--- src/rtl/present_decrypt_core_pkg.sv ---
// ----------------------------------------------------------------------------
// present_pkg
// Shared definitions for the PRESENT-80 decryption core: S-box tables, block
// and key widths, the FSM state type and the key-schedule helper functions.
// No ports (package).
// ----------------------------------------------------------------------------
package present_pkg;

   localparam int ROUNDS  = 31;
   localparam int BLOCK_W = 64;
   localparam int KEY_W   = 80;

   localparam logic [3:0] SBOX [16] = '{
      4'hC, 4'h5, 4'h6, 4'hB, 4'h9, 4'h0, 4'hA, 4'hD,
      4'h3, 4'hE, 4'hF, 4'h8, 4'h4, 4'h7, 4'h1, 4'h2
   };

   localparam logic [3:0] INV_SBOX [16] = '{
      4'h5, 4'hE, 4'hF, 4'h8, 4'hC, 4'h1, 4'h2, 4'hD,
      4'hB, 4'h4, 4'h6, 4'h3, 4'h0, 4'h7, 4'h9, 4'hA
   };

   typedef enum logic [2:0] {
      IDLE   = 3'd0,
      KEYEXP = 3'd1,
      WHITEN = 3'd2,
      ROUND  = 3'd3,
      DONE   = 3'd4
   } fsm_state_t;

   // Forward PRESENT-80 key-register update for round counter rc.
   function automatic logic [KEY_W-1:0] key_update(input logic [KEY_W-1:0] k,
                                                   input logic [4:0]       rc);
      logic [KEY_W-1:0] t;
      t          = {k[18:0], k[79:19]};
      t[79:76]   = SBOX[t[79:76]];
      t[19:15]   = t[19:15] ^ rc;
      return t;
   endfunction

   // Undoes key_update for the same rc: K(rc) = inv_key_update(K(rc+1), rc).
   function automatic logic [KEY_W-1:0] inv_key_update(input logic [KEY_W-1:0] k,
                                                       input logic [4:0]       rc);
      logic [KEY_W-1:0] t;
      t          = k;
      t[19:15]   = t[19:15] ^ rc;
      t[79:76]   = INV_SBOX[t[79:76]];
      return {t[60:0], t[79:61]};
   endfunction

   // Inverse S-box applied to all 16 nibbles of the state.
   function automatic logic [BLOCK_W-1:0] inv_sbox_layer(input logic [BLOCK_W-1:0] s);
      logic [BLOCK_W-1:0] r;
      r = {BLOCK_W{1'b0}};
      for (int n = 0; n < 16; n++) begin
         r[4*n +: 4] = INV_SBOX[s[4*n +: 4]];
      end
      return r;
   endfunction

endpackage

--- src/rtl/present_decrypt_core_if.sv ---
// ----------------------------------------------------------------------------
// present_decrypt_core_if
// Ciphertext/key offer handshake, plaintext result handshake and busy flag.
//   master : the producer/consumer side (drives inValid/inData/inKey/outReady)
//   slave  : the decryption core (drives inReady/outValid/outData/busy)
// ----------------------------------------------------------------------------
interface present_decrypt_core_if;
   import present_pkg::*;

   logic               inValid;
   logic               inReady;
   logic [BLOCK_W-1:0] inData;
   logic [KEY_W-1:0]   inKey;
   logic               outValid;
   logic               outReady;
   logic [BLOCK_W-1:0] outData;
   logic               busy;

   modport master (
      output inValid, inData, inKey, outReady,
      input  inReady, outValid, outData, busy
   );

   modport slave (
      input  inValid, inData, inKey, outReady,
      output inReady, outValid, outData, busy
   );

endinterface

--- src/rtl/present_decrypt_core_inv_player.sv ---
// ----------------------------------------------------------------------------
// present_inv_player
// Combinational inverse PRESENT bit permutation.
//   din  [63:0] in  : state before the inverse permutation
//   dout [63:0] out : output bit j takes input bit 16*(j mod 4) + j/4
// ----------------------------------------------------------------------------
module present_inv_player (
   input  logic [63:0] din,
   output logic [63:0] dout
);

   for (genvar j = 0; j < 64; j++) begin : g_bit
      assign dout[j] = din[16*(j%4) + j/4];
   end

endmodule

--- src/rtl/present_decrypt_core.sv ---
// ----------------------------------------------------------------------------
// present_decrypt_core
// Iterative PRESENT-80 block decryption, one round per clock.
//   clk   in : single clock, rising edge
//   rst_n in : asynchronous active-low reset
//   bus      : present_decrypt_core_if.slave
//              inValid/inReady/inData/inKey  - ciphertext + key offer
//              outValid/outReady/outData     - plaintext result (0 when idle)
//              busy                          - high outside IDLE
// Flow: IDLE -> KEYEXP (31 cycles, forward schedule up to K32) -> WHITEN
//       -> ROUND (31 cycles, inverse rounds, key walked back) -> DONE.
// Optional macro PRESENT_KEY_CACHE_EN: remembers the last user key and its
// K32 so a repeated key skips KEYEXP.
// ----------------------------------------------------------------------------
module present_decrypt_core #(
   parameter int ROUNDS = 31
) (
   input  logic                       clk,
   input  logic                       rst_n,
   present_decrypt_core_if.slave      bus
);
   import present_pkg::*;

   localparam logic [4:0] RC_LAST  = 5'(ROUNDS);
   localparam logic [4:0] RC_FIRST = 5'd1;

   fsm_state_t         state_r,  state_nxt_s;
   logic [BLOCK_W-1:0] data_r,   data_nxt_s;
   logic [KEY_W-1:0]   key_r,    key_nxt_s;
   logic [4:0]         rc_r,     rc_nxt_s;

   logic               in_ready_r;
   logic               out_valid_r;
   logic [BLOCK_W-1:0] out_data_r;
   logic               busy_r;

   logic               accept_s;
   logic               hit_s;
   logic [KEY_W-1:0]   cache_k32_s;
   logic [BLOCK_W-1:0] invp_s;
   logic [KEY_W-1:0]   kn_s;

   present_inv_player u_inv_player (
      .din  (data_r),
      .dout (invp_s)
   );

   // Offer is taken only while idle and advertising ready.
   always_comb begin
      accept_s = (state_r == IDLE) && in_ready_r && bus.inValid;
   end

   // Previous-round key, derived from the current key and round counter.
   always_comb begin
      kn_s = inv_key_update(key_r, rc_r);
   end

`ifdef PRESENT_KEY_CACHE_EN
   logic [KEY_W-1:0] cache_key_r;
   logic [KEY_W-1:0] cache_k32_r;
   logic             cache_valid_r;

   // Hit when the offered key matches the last fully expanded key.
   always_comb begin
      hit_s       = cache_valid_r && (bus.inKey == cache_key_r);
      cache_k32_s = cache_k32_r;
   end

   // Key tag captured on a missing accept; K32 and valid written when KEYEXP completes.
   always_ff @(posedge clk or negedge rst_n) begin
      if (!rst_n) begin
         cache_key_r   <= {KEY_W{1'b0}};
         cache_k32_r   <= {KEY_W{1'b0}};
         cache_valid_r <= 1'b0;
      end else if (accept_s && !hit_s) begin
         cache_key_r   <= bus.inKey;
         cache_valid_r <= 1'b0;
      end else if ((state_r == KEYEXP) && (rc_r == RC_LAST)) begin
         cache_k32_r   <= key_nxt_s;
         cache_valid_r <= 1'b1;
      end else begin
         cache_valid_r <= cache_valid_r;
      end
   end
`else
   // Without the cache every block expands its key.
   always_comb begin
      hit_s       = 1'b0;
      cache_k32_s = {KEY_W{1'b0}};
   end
`endif

   // Next-state and datapath update.
   always_comb begin
      state_nxt_s = state_r;
      data_nxt_s  = data_r;
      key_nxt_s   = key_r;
      rc_nxt_s    = rc_r;
      case (state_r)
         IDLE: begin
            if (accept_s) begin
               data_nxt_s = bus.inData;
               rc_nxt_s   = RC_FIRST;
               if (hit_s) begin
                  key_nxt_s   = cache_k32_s;
                  state_nxt_s = WHITEN;
               end else begin
                  key_nxt_s   = bus.inKey;
                  state_nxt_s = KEYEXP;
               end
            end else begin
               state_nxt_s = IDLE;
            end
         end
         KEYEXP: begin
            key_nxt_s = key_update(key_r, rc_r);
            if (rc_r == RC_LAST) begin
               state_nxt_s = WHITEN;
            end else begin
               rc_nxt_s = rc_r + 5'd1;
            end
         end
         WHITEN: begin
            data_nxt_s  = data_r ^ key_r[79:16];
            rc_nxt_s    = RC_LAST;
            state_nxt_s = ROUND;
         end
         ROUND: begin
            data_nxt_s = inv_sbox_layer(invp_s) ^ kn_s[79:16];
            key_nxt_s  = kn_s;
            if (rc_r == RC_FIRST) begin
               state_nxt_s = DONE;
            end else begin
               rc_nxt_s = rc_r - 5'd1;
            end
         end
         DONE: begin
            if (out_valid_r && bus.outReady) begin
               state_nxt_s = IDLE;
            end else begin
               state_nxt_s = DONE;
            end
         end
         default: begin
            state_nxt_s = IDLE;
         end
      endcase
   end

   // State, datapath and output registers; outputs are decoded from the next state
   // so they line up with the state they describe.
   always_ff @(posedge clk or negedge rst_n) begin
      if (!rst_n) begin
         state_r     <= IDLE;
         data_r      <= {BLOCK_W{1'b0}};
         key_r       <= {KEY_W{1'b0}};
         rc_r        <= 5'd0;
         in_ready_r  <= 1'b0;
         out_valid_r <= 1'b0;
         out_data_r  <= {BLOCK_W{1'b0}};
         busy_r      <= 1'b0;
      end else begin
         state_r     <= state_nxt_s;
         data_r      <= data_nxt_s;
         key_r       <= key_nxt_s;
         rc_r        <= rc_nxt_s;
         in_ready_r  <= (state_nxt_s == IDLE);
         out_valid_r <= (state_nxt_s == DONE);
         out_data_r  <= (state_nxt_s == DONE) ? data_nxt_s : {BLOCK_W{1'b0}};
         busy_r      <= (state_nxt_s != IDLE);
      end
   end

   assign bus.inReady  = in_ready_r;
   assign bus.outValid = out_valid_r;
   assign bus.outData  = out_data_r;
   assign bus.busy     = busy_r;

endmodule

--- src/flat_wrapper.sv ---
// flat-port wrapper written by rule: the top's interface ports become plain ports
module present_decrypt_core_flat import present_pkg::*;
#(
   parameter int ROUNDS = 31
)
  (clk, rst_n, bus_inValid, bus_inData, bus_inKey, bus_outReady, bus_inReady, bus_outValid, bus_outData, bus_busy);
  present_decrypt_core_if bus_i ();
  input  logic clk;
  input  logic rst_n;
  input wire logic [$bits(bus_i.inValid)-1:0] bus_inValid;
  input wire logic [$bits(bus_i.inData)-1:0] bus_inData;
  input wire logic [$bits(bus_i.inKey)-1:0] bus_inKey;
  input wire logic [$bits(bus_i.outReady)-1:0] bus_outReady;
  output wire logic [$bits(bus_i.inReady)-1:0] bus_inReady;
  output wire logic [$bits(bus_i.outValid)-1:0] bus_outValid;
  output wire logic [$bits(bus_i.outData)-1:0] bus_outData;
  output wire logic [$bits(bus_i.busy)-1:0] bus_busy;
  assign bus_i.inValid = bus_inValid;
  assign bus_i.inData = bus_inData;
  assign bus_i.inKey = bus_inKey;
  assign bus_i.outReady = bus_outReady;
  assign bus_inReady = bus_i.inReady;
  assign bus_outValid = bus_i.outValid;
  assign bus_outData = bus_i.outData;
  assign bus_busy = bus_i.busy;
  present_decrypt_core #(.ROUNDS(ROUNDS)) u_core (.clk(clk), .rst_n(rst_n), .bus(bus_i));
endmodule
--- config.mk ---
export PLATFORM = sky130hd
export DESIGN_NAME = present_decrypt_core_flat
export DESIGN_NICKNAME = d
export VERILOG_FILES = /design/src/rtl/present_decrypt_core_pkg.sv /design/src/rtl/present_decrypt_core_if.sv /design/src/rtl/present_decrypt_core_inv_player.sv /design/src/rtl/present_decrypt_core.sv /design/src/flat_wrapper.sv
export SDC_FILE = /design/constraint.sdc
export NUM_CORES = 1
export LEC_CHECK = 0
export CAP_MARGIN = 20
export CELL_PAD_IN_SITES_DETAIL_PLACEMENT = 2
export CELL_PAD_IN_SITES_GLOBAL_PLACEMENT = 2
export CORE_MARGIN = 2
export CORE_UTILIZATION = 31
export DETAILED_ROUTE_END_ITERATION = 12
export HOLD_SLACK_MARGIN = 0.12
export PLACE_DENSITY_LB_ADDON = 0.1
export SYNTH_ARGS = -nofsm -noshare
export SYNTH_HDL_FRONTEND = slang
export SYNTH_HIERARCHICAL = 1
export SYNTH_SLANG_ARGS = --single-unit
export TNS_END_PERCENT = 50
--- constraint.sdc ---
create_clock -name clk -period 2.7 [get_ports clk]
set_input_delay 0.54 -clock clk [delete_from_list [all_inputs] [get_ports clk]]
set_output_delay 0.54 -clock clk [all_outputs]
set_load 0.05 [all_outputs]
==> Implementation_results.wiki <==
{| class="wikitable"
! Metric !! Value
|-
| Sum of overflow across all layers after global routing || 0
|-
| Post-Synthesis Cells || 1757
|-
| Setup repair after global routing missed its margin || false
|-
| Clock Sinks || 219
|-
| Setup slack of the worst register-to-register path || 100 ps
|-
| Startpoint-to-endpoint class of the critical path || register to register
|-
| First-pass detailed-route iteration total || 5
|-
| Floorplan die height || 229 µm
|-
| Fraction of final layout cells with drive strength greater than 1 || 10.6%
|-
| Via count of the first global-routing pass || 15.4k
|-
| Portion of the post-synthesis area used by sequential elements || 34.8%
|-
| Number of distinct library cells after synthesis || 60
|-
| TritonCTS clock tree || done
|-
| Number of placed I/O pins || 215
|-
| Critical path buffers and inverters || 2
|-
| Post-DRT Antenna Nets || 0
|-
| Vias || 14.3k
|-
| Max capacitance violation total || 0
|-
| Sort of element at the end of the critical path || register
|-
| Slowest Stage Delay on Critical Path || 550 ps
|-
| Smallest setup slack after layout || 104 ps
|-
| Avg WL per Cell || 27.9 µm
|-
| Post-route DRC violation count || 0
|-
| Maximum ir drop on the vdd rail || 0.527 mV
|-
| Leakage power total || 8.31 nW
|-
| Area taken by multi-input logic gates || 0.00891 mm²
|-
| Final count of negative-setup-slack endpoints || 0
|-
| Syn. warnings || 6
|-
| Top achievable clock speed || 385 MHz
|-
| Total Neg Setup Slack || 0 ps
|-
| Worst Path Arrival || 3120 ps
|-
| Cell family with the largest share of critical-path delay || compound AO/OA/AOI/OAI gates
|-
| Area taken by flip-flops and latches || 0.00549 mm²
|-
| Worst-path maximum fanout || 6
|-
| Slew at the pin closest to its max-slew limit || 767 ps
|-
| Post-synthesis net count || 2014
|-
| Min-delay worst type || primary input to async pin
|-
| Dominant cell type by area after synthesis || sky130_fd_sc_hd__dfrtp_1
|-
| Largest cells by area after synthesis || sky130_fd_sc_hd__dfrtp_1, sky130_fd_sc_hd__ha_1, sky130_fd_sc_hd__a21oi_1
|-
| Most used flip-flop cell after synthesis || sky130_fd_sc_hd__dfrtp_1
|-
| Design Area, Final || 0.0195 mm²
|-
| Width of the chip || 229 µm
|-
| FF+latch count, synth || 219
|-
| Total GRT Usage || 27.5%
|-
| Starting DRT DRC Count || 1022
|-
| Core Box Area || 0.0502 mm²
|-
| Final WL || 72.9 mm
|-
| Placed standard-cell area || 0.0186 mm²
|-
| TritonCTS buffer count || 30
|-
| Via-to-Cell Ratio || 5.48
|-
| Maximum buffer depth of the clock tree || 3
|-
| Count of flip-flops with a built-in enable after synthesis || 0
|-
| Root Driver || sky130_fd_sc_hd__clkbuf_16
|-
| Crit-path slowest cell || sky130_fd_sc_hd__o211ai_1
|-
| Most common cell in the netlist || sky130_fd_sc_hd__dfrtp_1
|-
| Required @ worst endpoint || 3220 ps
|-
| Area share of the largest cell type after synthesis || 34.8%
|-
| Min Clock Period, post-route || 2600 ps
|-
| Area added between synthesis and finish || 24.2%
|-
| Mean instance size in the synthesized netlist || 8.95 µm²
|-
| Most common library cells after synthesis || sky130_fd_sc_hd__dfrtp_1, sky130_fd_sc_hd__a21oi_1, sky130_fd_sc_hd__o21ai_0
|-
| H-tree levels || 1
|-
| Clock skew after layout || 29.0 ps
|-
| CP most frequent cell || sky130_fd_sc_hd__inv_1
|-
| Total Power Consumption || 25.0 mW
|-
| Final net count || 2179
|-
| Routability congestion estimate || 0.873
|-
| Pin count of the biggest net entering global routing || 75
|-
| Total standard cell area after synthesis || 0.0157 mm²
|-
| Estimated wirelength of the detail-placed design || 55.7 mm
|-
| Post_cts resized || 0
|-
| Initial Util || 31.4%
|-
| Final Util || 38.9%
|-
| Fillcell total || 5516
|-
| Antenna violations before repair || 2
|-
| Row count || 82
|-
| Post-Place Worst Slack || 186 ps
|-
| Fraction of registers with async set or reset after synthesis || 100%
|-
| Power density normalized to cell area || 1280 mW/mm²
|-
| Total of buffers placed on input and output ports || 214
|-
| Period utilisation layout || 96.1%
|-
| Slew margin rel. || 48.9%
|-
| Status || completed
|-
| Hold Vio Cnt, Final || 0
|-
| Clock Latency Late Sink || 610 ps
|-
| Cell chain of the critical path || inv_1, ha_1, inv_1, mux4_2, xor2_1, o211ai_1, and2_1
|-
| Die area || 0.0526 mm²
|-
| First-pass GRT wire length || 107 mm
|-
| Max-slew violation count || 0
|-
| CP startpoint kind || register
|-
| CTS clk-pin slew, worst paths || 60 ps
|}
[worst register-to-register path: stages, from the launching register on]
cell                       delay (ps)
sky130_fd_sc_hd__dfrtp_1          450
sky130_fd_sc_hd__inv_1            130
sky130_fd_sc_hd__ha_1             400
sky130_fd_sc_hd__inv_1             90
sky130_fd_sc_hd__mux4_2           480
sky130_fd_sc_hd__xor2_1           220
sky130_fd_sc_hd__o211ai_1         550
sky130_fd_sc_hd__and2_1           220
[final cells by class]
class,count,share of cell area [%]
timing repair buffer,317,15.5
clock inverter,10,0.384
clock buffer,40,4.29
multi-input combinational,1260,45.6
inverter,94,1.81
tap,672,4.30
sequential,219,28.1
antenna,1,0.0128
[placed cells by master (no fill, tap or decap), drive strengths merged, types with 19 or more instances in the layout]
| cell | count |
|---|---|
| a21oi | 216 |
| a221o | 24 |
| and2 | 44 |
| buf | 103 |
| clkbuf | 40 |
| clkdlybuf4s50 | 213 |
| dfrtp | 219 |
| ha | 109 |
| inv | 95 |
| mux2i | 87 |
| mux4 | 34 |
| nand2 | 147 |
| nor2 | 127 |
| o211ai | 19 |
| o21ai | 160 |
| xnor2 | 47 |
| xor2 | 28 |
[registers in the layout, summed over array words and instances (netlist names)]
register / count
u_core/rc_r: 5
u_core/bus.outValid: 1
u_core/key_r: 80
u_core/bus.outData: 64
u_core/bus.inReady: 1
u_core/data_r: 64
u_core/bus.busy: 1
u_core/state_r: 3
[per-stage QoR]
stage	std cells	hold slack [ps]
finish	2613	484
global route	2612	519
CTS	2612	491
detailed placement	2561	527
global placement	2561	501
floorplan	1757	244
[cell families (layout without fill, tap and decap cells)]
kind of cell,after synthesis,count (layout),share of synthesized area (%)
AND/OR/NAND/NOR,414,414,12.4
multiplexers,130,130,11.1
other,0,1,0
buffers and inverters,278,461,8.69
AO/OA/AOI/OAI,532,532,20.2
adder cells (fa/ha/maj),109,109,8.67
flip-flops,219,219,34.8
XOR/XNOR,75,75,4.17
[path summary, 6_finish.rpt]
| check | from | endpoint | depth (start not counted) |
|---|---|---|---|
| min in group clk | u_core/key_r[75] | u_core/key_r[75] | 2 |
| worst min-delay path | rst_n | u_core/key_r[56] | 2 |
| worst max register to register | u_core/data_r[20] | u_core/bus.outData[19] | 7 |
| max in group asynchronous | rst_n | u_core/data_r[31] | 3 |
| worst min register to register | u_core/key_r[75] | u_core/key_r[75] | 2 |
| worst max-delay path | u_core/data_r[20] | u_core/bus.outData[19] | 7 |
[layer usage]
layer  GRT usage [%]  routed length (µm)  vias to the layer above
met2            44.1               33300                      366
met1            38.2               33700                     7457
met3            4.30                3780                       96
li1                -                   -                     6405
met4            7.93                2110                        0
met5               0                   0                        -
[what timing repair did]
item / 4_1_cts / 5_1_grt
hold buffers: 1 / 0
buffers inserted: 0 / 0
endpoints found under the hold margin: 53 / 0
[report_power, final]
group | internal, mW | switching (mW)
Clock | 2.16 | 1.70
Combinational | 5.91 | 7.88
Sequential | 4.42 | 2.94
(Power assumes the default switching activity.)
